===== src/rtl/ioctl_upload_pkg.sv =====
// Shared types and constants for the HPS ioctl upload path.
package ioctl_upload_pkg;

  typedef enum logic [1:0] {
    IDLE = 2'd0,
    REQ  = 2'd1,
    DATA = 2'd2
  } state_e;

  localparam logic [7:0] FILL_BYTE = 8'hFF;

endpackage


===== src/rtl/ioctl_uploader_if.sv =====
// HPS ioctl read port plus shared-RAM request port, bundled for the uploader.
interface ioctl_uploader_if #(
  parameter int AW = 17
);
  logic          ioctl_upload;
  logic          ioctl_rd;
  logic [24:0]   ioctl_addr;
  logic [7:0]    ioctl_din;
  logic          ioctl_wait;
  logic          mem_req;
  logic [AW-1:0] mem_addr;
  logic          mem_gnt;
  logic [7:0]    mem_q;

  // Uploader side: serves the HPS and masters the RAM port.
  modport master (
    input  ioctl_upload, ioctl_rd, ioctl_addr, mem_gnt, mem_q,
    output ioctl_din, ioctl_wait, mem_req, mem_addr
  );

  // Environment side: HPS and RAM arbiter.
  modport slave (
    output ioctl_upload, ioctl_rd, ioctl_addr, mem_gnt, mem_q,
    input  ioctl_din, ioctl_wait, mem_req, mem_addr
  );
endinterface


===== src/rtl/ioctl_uploader.sv =====
// Serves HPS upload reads from a shared RAM port; out-of-range reads return FILL_BYTE.
// Optional running byte checksum enabled by defining IOCTL_UPLOADER_CHECKSUM_EN.
module ioctl_uploader
  import ioctl_upload_pkg::*;
#(
  parameter int AW   = 17,
  parameter int SIZE = 131072
) (
  input  logic              clk_sys,
  input  logic              reset,
  ioctl_uploader_if.master  bus,
  output logic              done,
  output logic [7:0]        checksum
);

  localparam logic [24:0] SIZE_L = 25'(SIZE);

  state_e        state_q;
  logic [7:0]    din_q;
  logic          wait_q;
  logic          mem_req_q;
  logic [AW-1:0] mem_addr_q;
  logic          done_q;
  logic          upload_q;
  logic          delivered_q;

  logic rise_s, fall_s, rd_ok_s, in_range_s, fill_s, capture_s, deliver_s;

  assign rise_s     = bus.ioctl_upload & ~upload_q;
  assign fall_s     = ~bus.ioctl_upload & upload_q;
  assign rd_ok_s    = (state_q == IDLE) & bus.ioctl_upload & bus.ioctl_rd;
  assign in_range_s = (bus.ioctl_addr < SIZE_L);
  assign fill_s     = rd_ok_s & ~in_range_s;
  assign capture_s  = (state_q == DATA) & bus.ioctl_upload;
  assign deliver_s  = fill_s | capture_s;

  always_ff @(posedge clk_sys) begin
    if (reset) begin
      state_q     <= IDLE;
      din_q       <= 8'd0;
      wait_q      <= 1'b0;
      mem_req_q   <= 1'b0;
      mem_addr_q  <= '0;
      done_q      <= 1'b0;
      upload_q    <= 1'b0;
      delivered_q <= 1'b0;
    end else begin
      upload_q    <= bus.ioctl_upload;
      done_q      <= fall_s & delivered_q;
      delivered_q <= (rise_s ? 1'b0 : delivered_q) | deliver_s;
      case (state_q)
        IDLE: begin
          if (rd_ok_s && in_range_s) begin
            state_q    <= REQ;
            mem_req_q  <= 1'b1;
            mem_addr_q <= bus.ioctl_addr[AW-1:0];
            wait_q     <= 1'b1;
          end else if (fill_s) begin
            din_q <= FILL_BYTE;
          end
        end
        REQ: begin
          // Session close wins over a grant arriving in the same cycle.
          if (!bus.ioctl_upload) begin
            state_q   <= IDLE;
            mem_req_q <= 1'b0;
            wait_q    <= 1'b0;
          end else if (bus.mem_gnt) begin
            state_q   <= DATA;
            mem_req_q <= 1'b0;
          end
        end
        DATA: begin
          if (!bus.ioctl_upload) begin
            state_q <= IDLE;
            wait_q  <= 1'b0;
          end else begin
            din_q   <= bus.mem_q;
            wait_q  <= 1'b0;
            state_q <= IDLE;
          end
        end
        default: begin
          state_q   <= IDLE;
          mem_req_q <= 1'b0;
          wait_q    <= 1'b0;
        end
      endcase
    end
  end

`ifdef IOCTL_UPLOADER_CHECKSUM_EN
  logic [7:0] checksum_q;
  logic [7:0] checksum_d;
  logic [7:0] deliver_byte_s;

  // Next checksum: cleared on session open, then accumulates the delivered byte.
  always_comb begin
    deliver_byte_s = capture_s ? bus.mem_q : FILL_BYTE;
    checksum_d     = rise_s ? 8'd0 : checksum_q;
    if (deliver_s) begin
      checksum_d = checksum_d + deliver_byte_s;
    end else begin
      checksum_d = checksum_d;
    end
  end

  always_ff @(posedge clk_sys) begin
    if (reset) begin
      checksum_q <= 8'd0;
    end else begin
      checksum_q <= checksum_d;
    end
  end

  assign checksum = checksum_q;
`else
  assign checksum = 8'd0;
`endif

  assign bus.ioctl_din  = din_q;
  assign bus.ioctl_wait = wait_q;
  assign bus.mem_req    = mem_req_q;
  assign bus.mem_addr   = mem_addr_q;
  assign done           = done_q;

endmodule


===== src/flat_wrapper.sv =====
// flat-port wrapper written by rule: the top's interface ports become plain ports
module ioctl_uploader_flat import ioctl_upload_pkg::*;
#(
  parameter int AW   = 17,
  parameter int SIZE = 131072
)
  (clk_sys, reset, done, checksum, bus_ioctl_upload, bus_ioctl_rd, bus_ioctl_addr, bus_mem_gnt, bus_mem_q, bus_ioctl_din, bus_ioctl_wait, bus_mem_req, bus_mem_addr);
  ioctl_uploader_if #(.AW(AW)) bus_i ();
  input  logic clk_sys;
  input  logic reset;
  output logic done;
  output logic [7:0] checksum;
  input wire logic [$bits(bus_i.ioctl_upload)-1:0] bus_ioctl_upload;
  input wire logic [$bits(bus_i.ioctl_rd)-1:0] bus_ioctl_rd;
  input wire logic [$bits(bus_i.ioctl_addr)-1:0] bus_ioctl_addr;
  input wire logic [$bits(bus_i.mem_gnt)-1:0] bus_mem_gnt;
  input wire logic [$bits(bus_i.mem_q)-1:0] bus_mem_q;
  output wire logic [$bits(bus_i.ioctl_din)-1:0] bus_ioctl_din;
  output wire logic [$bits(bus_i.ioctl_wait)-1:0] bus_ioctl_wait;
  output wire logic [$bits(bus_i.mem_req)-1:0] bus_mem_req;
  output wire logic [$bits(bus_i.mem_addr)-1:0] bus_mem_addr;
  assign bus_i.ioctl_upload = bus_ioctl_upload;
  assign bus_i.ioctl_rd = bus_ioctl_rd;
  assign bus_i.ioctl_addr = bus_ioctl_addr;
  assign bus_i.mem_gnt = bus_mem_gnt;
  assign bus_i.mem_q = bus_mem_q;
  assign bus_ioctl_din = bus_i.ioctl_din;
  assign bus_ioctl_wait = bus_i.ioctl_wait;
  assign bus_mem_req = bus_i.mem_req;
  assign bus_mem_addr = bus_i.mem_addr;
  ioctl_uploader #(.AW(AW), .SIZE(SIZE)) u_core (.clk_sys(clk_sys), .reset(reset), .bus(bus_i), .done(done), .checksum(checksum));
endmodule

===== config.mk =====
export PLATFORM = sky130hd
export DESIGN_NAME = ioctl_uploader_flat
export DESIGN_NICKNAME = d
export VERILOG_FILES = /design/src/rtl/ioctl_upload_pkg.sv /design/src/rtl/ioctl_uploader_if.sv /design/src/rtl/ioctl_uploader.sv /design/src/flat_wrapper.sv
export SDC_FILE = /design/constraint.sdc
export NUM_CORES = 1
export LEC_CHECK = 0
export CORE_ASPECT_RATIO = 1.4
export CORE_MARGIN = 8
export CORE_UTILIZATION = 39
export DETAILED_ROUTE_END_ITERATION = 12
export PLACE_DENSITY = 0.76
export SKIP_CTS_REPAIR_TIMING = 1
export SYNTH_ARGS = -nofsm -noshare
export SYNTH_HDL_FRONTEND = slang
export SYNTH_SLANG_ARGS = --single-unit

===== constraint.sdc =====
create_clock -name clk_sys -period 1.55 [get_ports clk_sys]
set_input_delay 0.2325 -clock clk_sys [delete_from_list [all_inputs] [get_ports clk_sys]]
set_output_delay 0.2325 -clock clk_sys [all_outputs]
set_load 0.1 [all_outputs]

### Word-level counts from Yosys, hierarchy flattened

Index checks and enable logic that the tools add are counted.

| storage, ports and cells | value |
|---|---|
| register bits | 32 |
| output and inout bits | 36 |
| logic and storage cells | 53 |

| operators by class | value |
|---|---|
| order comparisons | 1 |
| eq/ne operators | 8 |
| mux-type cells | 15 |
| bitwise gates (word level) | 13 |
| reduce and logical (&&, ||, !) cells | 8 |

Operators by type and width:

| kind | number |
|---|---|
| < comparator 25 x 18 -> 1 bit (second input constant) | 1 |
| 2-to-1 mux 8 bit | 3 |
| one-hot mux 8 bit (2 select lines) | 1 |
| != test 2 bit (second input constant) | 4 |
| bitwise AND 1 bit | 7 |
| 2-to-1 mux 2 bit | 3 |
| AND reduction 2 bit | 3 |
| 2-to-1 mux 1 bit | 5 |
| NOT 1 bit | 4 |
| one-hot mux 2 bit (2 select lines) | 1 |
| AND reduction 4 bit | 1 |
| != test 3 bit (second input constant) | 1 |
| one-hot mux 1 bit (3 select lines) | 1 |
| AND reduction 3 bit | 1 |
| == test 2 x 1 -> 1 bit (second input constant) | 1 |
| == test 2 bit (second input constant) | 1 |
| zero test 2 bit | 1 |
| != test 2 x 1 -> 1 bit (second input constant) | 1 |
| OR 1 bit | 2 |
| one-hot mux 1 bit (2 select lines) | 1 |
| nonzero test 2 bit | 1 |
| logical AND 1 bit | 1 |

### Depth between registers and ports, before layout

| depth | value |
|---|---|
| depth in word-level cells | 7 |
| gate-level depth with buffers | 6 |

### Least setup slack after synthesis

Ideal clock, no wire load.

| path | value |
|---|---|
| kind | input to register |
| from | in bus_ioctl_addr[20] |
| to | reg u_core.mem_addr_q[0] (netlist: u_core.bus.mem_addr[0]) |
| setup time | 0.132 ns |
| arrival time | 1.326 ns |
| required time | 1.418 ns |
| setup slack | 0.092 ns |
| cell stages on the path | 5 |
| path buffers | 2 |
| cells stage by stage | or4_1 > buf_6 > buf_8 > o31ai_1 > a21oi_1 |

| on the way | value |
|---|---|
| cells in the longest elaborated chain, start to end | 3 |

RTL lines:

| element | line | RTL |
|---|---|---|
| from (decl) | flat_wrapper.sv:15 | `input wire logic [$bits(bus_i.ioctl_addr)-1:0] bus_ioctl_addr;` |
| < comparator 25 x 18 -> 1 bit | ioctl_uploader.sv:32 | `assign in_range_s = (bus.ioctl_addr < SIZE_L);` |
| logical AND 1 bit | ioctl_uploader.sv:53 | `if (rd_ok_s && in_range_s) begin` |
| AND reduction 2 bit (no line) | -- |  |
| to (signal assigned) | ioctl_uploader.sv:56 | `mem_addr_q <= bus.ioctl_addr[AW-1:0];` |
| to (decl) | ioctl_uploader.sv:22 | `logic [AW-1:0] mem_addr_q;` |

No other way between the ends.
A chain may end at the register's enable or synchronous reset.

### Final worst setup path

| path | value |
|---|---|
| from | in bus_ioctl_addr[17] |
| to | reg u_core.mem_addr_q[2] (netlist: u_core.bus.mem_addr[2]) |

The elaborated chain is that of the path after synthesis.

==> flow_summary.toml <==
[power]
p_leak_uw = 0.00107
p_total_uw = 2030
peakVddDrop_mv = 0.612
powerDensity_mw_per_mm2 = 719

[yosys]
synth.area.mux_share_pct = 0
syn_area_per_cell_um2 = 9.12
synth_compound_area_share_pct = 22.9
ys_seq_area_share_pct = 45.0
synth_cells = 156
synth-xor-area-share_pct = 0
synthDistinctLibCells = 27
syn-cell-area_mm2 = 0.00142
synth_top_area_cell = "dfxtp_1"
synth_top_cell_area_share_pct = 45.0
yosysWarnings = 0
yosys.area_share.simple_pct = 20.4
synthAdderAreaFrac_pct = 0
synthTopCellsByArea = "dfxtp_1 (45%), o31ai_1 (8.4%), nand4_1 (7.5%)"
synth_top_family_by_area = "compound AO/OA/AOI/OAI gates"
ys_seq_elements = 32

[cts]
ctsLongestPathBuffers = 2
cts_tree = "yes"
cts_max_level = 2
cts_buffers = 5
clk_latency_ns = 0.29
clock-sinks = 32
clk_pin_slew_ns = 0.07
cts-root-buf = "clkbuf_8"

[status]
status = "finished, violations left"
violations = "setup timing"

[drt]
wirelength_mm = 5.05
firstDrtPassIters = 4
vias_per_cell = 5.52
drtIter0Drc = 77
final_antenna_net_count = 0
drcViolationCount = 0
vias = 1551
wire_per_inst_um = 18.0

[cells_and_area]
final_cell_mix = "buf_12 (32), dfxtp_1 (32), clkdlybuf4s50_1 (31)"
syn_to_final_growth_pct = 98.2
diodes = 0
layout.nets = 276
nFillCells = 219
finish.utilization_pct = 78.8
regArea_um2 = 641
multi_input_area_um2 = 793
drive_gt1_share_pct = 35.1

[critical_path]
cp_num_buf_inv = 2
critPathMaxStageDelay_ns = 0.50
slowest_stage = "or4_4"
crit_chain = "clkdlybuf4s50_1, or4_4, buf_12, o31ai_1, a21oi_1"
crit_path_start_kind = "primary input"
crit_arrival_ns = 1.72
cp_top_family = "buffers and inverters"
crit_type = "in2reg"
worstPathMaxFanout = 6
required_ns = 1.72
worst_setup_path_end_kind = "flop"

[flow_run]
maxCapViolCount = 0

[die]
die_area_mm2 = 0.00586
num_rows = 26
start_util_pct = 39.8
die-height_um = 87.5
coreArea_mm2 = 0.00358
io_pins = 74
die_w_um = 67.0

[global_route]
grt_pass1_vias = 1532
grt.overflow.total = 0
grt_pass1_wl_mm = 7.31
grt_usage_pct = 16.0
grt_max_degree = 19
antenna_found_initial = 0

[sta]
setup_viol = 1
final.setup.worst_slack_ns = -0.00357
final_max_slew_viol_count = 0
hold_viol = 0
fmaxAchievable_mhz = 644
period_minus_slack_ns = 1.55
finClkSkew_ns = 0.00593
min_period_over_period_pct = 100

[place]
hpwlAfterDp_mm = 3.38
numPortBuffers = 65
gp_congestion = 0.783

[worst_hold_path]
hold_class = "in2reg"
==> metrics by stage <==
step	hold slack [ns]	cells	instance area, µm²	TNS (ns)	worst slack, ns
detailed placement	0.465	271	2510	-8.48	-0.381
finish	0.464	281	2820	-0.00357	-0.00357
global route	0.511	281	2820	-0.0851	-0.0433
floorplan	0.308	163	1450	0	0.0921
global placement	0.449	271	2510	-7.47	-0.330
CTS	0.481	279	2600	-0.882	-0.0783
==> power breakdown <==
group,internal [µW],switching [µW]
clock network,354,307
logic,204,306
registers,841,17.3
total,1400,631
==> kinds of logic (layout without fill, tap and decap cells) <==
group / count (synthesis) / in the layout
compound gates: 50 / 50
simple gates: 48 / 48
flops: 32 / 32
buf+inv: 25 / 101
other cells: 1 / 8
==> worst register-to-register path: stages (launching register included) <==
cell	delay [ns]
dfxtp_1	0.39
nor4bb_4	0.38
buf_4	0.29
nand4_1	0.13
a21oi_1	0.16
==> cells in the mapped netlist (all sizes together) <==
library cell,instances
a211oi,9
a21oi,19
a31oi,1
and3b,1
buf,17
clkbuf,6
conb,1
dfxtp,32
inv,2
nand2b,1
nand3,1
nand3b,1
nand4,17
nand4bb,1
nor2,17
nor3b,1
nor4,3
nor4bb,2
o21ai,4
o31ai,17
or4,3
==> metal layers <==
metal	share of wire, %	vias to the layer above	GRT usage (%)
met4	2.0	0	7.63
met2	55	58	26.8
met3	7.3	9	5.54
li1	-	737	-
met1	36	747	17.4
met5	0	-	0
==> final timing paths <==
kind                                    startpoint                endpoint  slack [ns]  cells past startpoint
worst max-delay path            bus_ioctl_addr[17]  u_core.bus.mem_addr[2]      -0.004                      5
worst min-delay path            bus_ioctl_addr[21]       u_core.state_q[0]        0.46                      5
worst max register to register   u_core.state_q[1]  u_core.bus.mem_addr[1]        0.13                      4
worst min register to register     u_core.upload_q             u_core.done        0.49                      1
==> final cells by class <==
type                            instances  share of cell area [%]
Timing Repair Buffer                   91                    43.7
Inverter                                2                   0.266
Multi-Input combinational cell        106                    28.1
Clock inverter                          2                   0.355
Clock buffer                            6                    2.93
Sequential cell                        32                    22.7
Tap cell                               42                    1.86
==> sequential cells by signal, indices dropped and copies added (netlist names) <==
signal / count
u_core.bus.mem_addr: 17
u_core.bus.mem_req: 1
u_core.bus.ioctl_din: 8
u_core.bus.ioctl_wait: 1
u_core.done: 1
u_core.delivered_q: 1
u_core.upload_q: 1
u_core.state_q: 2
Note: power is estimated with default switching activity, not from simulation.
==> RTL edit 1 (config.mk and constraints unchanged) <==
Re-encode `state_e` (3 states) as one-hot, 3 bits wide.
--- a/src/rtl/ioctl_upload_pkg.sv
+++ b/src/rtl/ioctl_upload_pkg.sv
@@ -2,8 +2,8 @@
 package ioctl_upload_pkg;
 
-  typedef enum logic [1:0] {
-    IDLE = 2'd0,
-    REQ  = 2'd1,
-    DATA = 2'd2
+  typedef enum logic [2:0] {
+    IDLE = 3'b001,
+    REQ  = 3'b010,
+    DATA = 3'b100
   } state_e;
 
Check against the original RTL: same outputs for any inputs over 10 cycles, from zero or initial values and one cycle with reset high; not proved beyond that.
==> RTL edit 1 against the unedited design <==
Sequential cell count increased by 1; synthesized area is 0.79% lower; first-iteration DRC count decreased by 56%; cell area down 12%; worst setup slack improved by 0.059 ns; largest cell class unchanged; wire length fell by 22%; highest routed layer unchanged; total power shrank 3.6%.
==> RTL edit 1: results (changes against the unedited design) <==
Synthesis
  – Ys flop type: dfxtp_1
  – Synth top area cells: dfxtp_1 47%, mux2i_1 18%, nor2_1 5.1%, buf_4 4.3%, o21bai_1 4.3%
  – Asr flop ratio synth: 0 (unchanged)
  – Distinct cells, synth: 27 (unchanged)
  – Post-synthesis sequential area ratio: 0.468 (+0.0178)
  – Synth Warn #: 0 (unchanged)
  – Post-synth top cells: 33 x dfxtp_1, 25 x mux2i_1, 19 x nor2_1, 9 x nand2b_1

Final layout
  – Layout cells sized above 1: 0.231 (-0.121)
  – Max FFs per register: 17 (unchanged)
  – Fin nets: 245 (-11%)
  – FILL cells: 244 (+11%)
  – ANT cells: 0 (unchanged)

Critical path
  – Crit path launch: bus_ioctl_addr[18]
  – Origin of the critical flop-to-flop path: u_core.state_q[2]
  – R2R Setup Slk: 0.14 ns
  – Reg2Reg Depth: 5 (+1)
  – Setup crit end: u_core.bus.ioctl_din[1]
  – Critical path fanouts, max: 5 (-1)
  – Reg2reg end: u_core.bus.mem_addr[10]
  – Critical path data arrival time: 1.69 ns (-0.03 ns)

Clock network
  – Root buf cell: clkbuf_8
  – Skew-Pair Late Insertion Delay: 0.28 ns
  – Num CTS Buffers: 5 (unchanged)
  – Clock buffer depth: 2 (unchanged)
  – H-tree levels: 2 (unchanged)
  – Clk slew on worst S/H paths: 0.06 ns

Routing
  – Avg WL per Cell: 15.8 µm (-12%)
  – Via count: 1,212 (-22%)
  – First-pass DRT Iterations: 6 (+2)
  – Uppermost layer routed: met4
  – Initial DRC count: 34 (-56%)
  – WL met1: 1340 µm (-27%)
  – Met2 wire length: 1980 µm (-28%)
  – Met3 WL: 583 µm (+58%)

Global routing
  – Met3 global-route usage: 0.103 (+0.0477)
  – Vias in the first global route: 1,299 (-15%)
  – Initial antenna violation count: 0 (unchanged)
  – Global-route wire length before repair: 6310 µm (-14%)
  – Met2 Resource Use GR: 0.229 (-0.0384)
  – M1 GR Usage: 0.129 (-0.0446)
  – Largest net degree at the start of global routing: 22 (+3)
  – Gr usage total: 0.140 (-0.0203)

Timing
  – Final setup violation count: 0 (-1)
  – Tmin final: 1.49 ns (-0.0593 ns)
  – Slew Viols, Final: 0 (unchanged)
  – Worst Skew: 0.00246 ns (-0.00347 ns)

Hold path
  – Hold Path Depth: 1 (-4)
  – Hold crit path type: reg2reg
  – Hold Startpoint: u_core.upload_q

Place
  – GPL Wtd Cong: 0.784 (+0.13%)
  – Dpl ws: -0.267 ns (+0.114 ns)
  – Post-DP HPWL: 3100 µm (-8.3%)
  – Placed inst area: 2380 µm² (-5.1%)
  – # port buffers: 65 (unchanged)

Floorplan
  – Core Footprint: 3550 µm² (-0.91%)

Outcome
  – Status: complete, no violations

Power
  – VDD IR-drop max: 888 µV (+45%)
  – Static Leak: 1.16 nW (+9.0%)
-- RTL edit 1: changes by cell type after synthesis, moves of 3 or more --
cell	unedited run	this run
a211oi_1	9	1
a21oi_1	19	3
buf_2	4	0
mux2i_1	0	25
nand2_1	0	4
nand2b_1	1	9
nand4_1	17	0
o21bai_1	0	8
o31ai_1	16	1
or4_1	3	0
-- RTL edit 1: area by class of cell --
cell class	instances	area [µm²]	area share
Timing Repair Buffer	73	1020	0.409
Tap cell	42	52.6	0.0211
Multi-Input combinational cell	92	668	0.269
Inverter	2	7.51	0.00302
Sequential cell	33	661	0.266
Clock buffer	8	80.1	0.0322
-- RTL edit 1: worst min-delay path by stage --
stage	endpoint
3_5_place_dp	u_core.done
2_1_floorplan	u_core.done
3_3_place_gp	u_core.done
6_report	u_core.done
4_1_cts	u_core.done
5_1_grt	u_core.done
-- RTL edit 1: cell families (layout without fill, tap and decap cells) --
group           after synthesis  count (layout)  synth area share
mux                          25              25             0.177
compound gates               16              16            0.0789
buf+inv                      17              83            0.0824
simple gates                 43              43             0.191
other cells                   1               8           0.00266
flops                        33              33             0.468
-- RTL edit 1: where the power goes --
part           switching, W  total, W  internal, W
clock network      0.000296  0.000614     0.000319
logic              0.000273  0.000454     0.000182
registers         0.0000193  0.000887     0.000868
-- RTL edit 1: through the flow --
stage	hold slack, ns	TNS, ns	utilization	cells
final	0.472	0	0.701	250
after detailed placement	0.465	-4.75	0.670	241
after CTS	0.474	0	0.693	249
after floorplan	0.308	0	-	142
after global placement	0.459	-3.35	0.670	241
after global routing	0.487	-0.0316	0.701	250
-- RTL edit 1: worst max-delay path, stage by stage --
cell	delay, ns
clkdlybuf4s50_1	0.45
nor4_4	0.27
nand2_1	0.11
a32oi_2	0.24
buf_6	0.17
mux2i_1	0.22
==> RTL edit 2 (same settings) <==
Without the edit above. `SIZE` is set to 131072 in 2 places; all go to 65536.
--- a/src/rtl/ioctl_uploader.sv
+++ b/src/rtl/ioctl_uploader.sv
@@ -5,5 +5,5 @@
 #(
   parameter int AW   = 17,
-  parameter int SIZE = 131072
+  parameter int SIZE = 65536
 ) (
   input  logic              clk_sys,
--- a/src/flat_wrapper.sv
+++ b/src/flat_wrapper.sv
@@ -3,5 +3,5 @@
 #(
   parameter int AW   = 17,
-  parameter int SIZE = 131072
+  parameter int SIZE = 65536
 )
   (clk_sys, reset, done, checksum, bus_ioctl_upload, bus_ioctl_rd, bus_ioctl_addr, bus_mem_gnt, bus_mem_q, bus_ioctl_din, bus_ioctl_wait, bus_mem_req, bus_mem_addr);
Check against the original RTL: not equivalent (Yosys sat finds a counterexample within 4 cycles, from zero or initial values and one cycle with reset high).
==> RTL edit 2 against the unedited design <==
Synthesized cell count down 12%; sequential share of layout area up 2.6 points; count of clock-buffer cells in the layout down 1; sequential power about the same; clock skew down 0.0030 ns; worst setup slack better by 0.10 ns; cell area down 10%; wire length down 23%; synthesized area up 2.0%; hold slack better by 0.00069 ns; sequential cell count unchanged; total power up 2.4%.
==> RTL edit 2: results (changes against the unedited design) <==
Routing
  – Initial DRC count: 17 (-78%)
  – Routed wire length: 3890 µm (-23%)
  – Via count: 1,190 (-23%)
  – Vias per inst: 4.76 (-14%)

Synthesis
  – Synth top area cells: dfxtp_1 44%, mux2i_1 17%, nand2b_1 14%, buf_4 4.1%, a21oi_1 2.8%
  – Distinct cells, synth: 29 (+7.4%)

Timing
  – Worst Skew: 0.00289 ns (-0.00304 ns)
  – Final hold slack: 0.465 ns (+0.000688 ns)
  – Setup TNS: 0 ns (+0.00357 ns)
  – Tmin final: 1.45 ns (-0.101 ns)

Critical path
  – R2R Setup Slk: 0.20 ns (+0.07 ns)
  – Critical path's slowest cell: clkdlybuf4s50_1
  – Critical path fanouts, max: 20 (+14)
  – Critical path data arrival time: 1.66 ns (-0.06 ns)
  – Max stage delay on crit path: 0.41 ns (-0.09 ns)
  – Setup crit end: u_core.bus.mem_addr[0]

Hold path
  – Hold EP: u_core.done
  – Hold crit path type: reg2reg
  – Hold Startpoint: u_core.upload_q

Final layout
  – Layout cells sized above 1: 0.231 (-0.121)
  – FILL cells: 283 (+29%)

Place
  – Placed inst area: 2420 µm² (-3.5%)
  – Post-DP HPWL: 3080 µm (-8.9%)

Outcome
  – Status: complete, no violations

Power
  – Static Leak: 1.02 nW (-4.2%)
  – Pwr per Cell Area: 821 nW/µm² (+14%)
  – Share of power burned in combinational logic: 0.209 (-0.042)
  – Net switching power: 0.000581 W (-7.9%)
  – Register share of total power: 0.413 (-0.010)

Global routing
  – Largest net degree at the start of global routing: 49 (+30)
  – M1 GR Usage: 0.138 (-0.0352)
  – Vias in the first global route: 1,303 (-15%)
  – Global-route wire length before repair: 6220 µm (-15%)
-- RTL edit 2: cells by family (layout without fill, tap and decap cells) --
kind of cell | after synthesis | in the layout | share of synthesized area
flip-flops | 32 | 32 | 0.441
AND/OR/NAND/NOR | 46 | 46 | 0.221
AO/OA/AOI/OAI | 16 | 16 | 0.0707
buffers and inverters | 19 | 82 | 0.0991
multiplexers | 24 | 24 | 0.166
other | 1 | 8 | 0.00258
-- RTL edit 2: cell type report --
| class | instances | area, µm² | area share |
|---|---|---|---|
| repair buffers | 73 | 1030 | 0.407 |
| multi-input cells | 94 | 693 | 0.274 |
| flip-flops and latches | 32 | 641 | 0.253 |
| clock buffers | 5 | 68.8 | 0.0272 |
| well taps | 42 | 52.6 | 0.0208 |
| clock inverters | 3 | 42.5 | 0.0168 |
| inverters | 1 | 3.75 | 0.00148 |
-- RTL edit 2: routing by layer --
metal  up-vias  wire [µm]
li1        587          -
met1       547       1380
met2        50       2010
met3         6        447
met4         0         55
met5         -          0
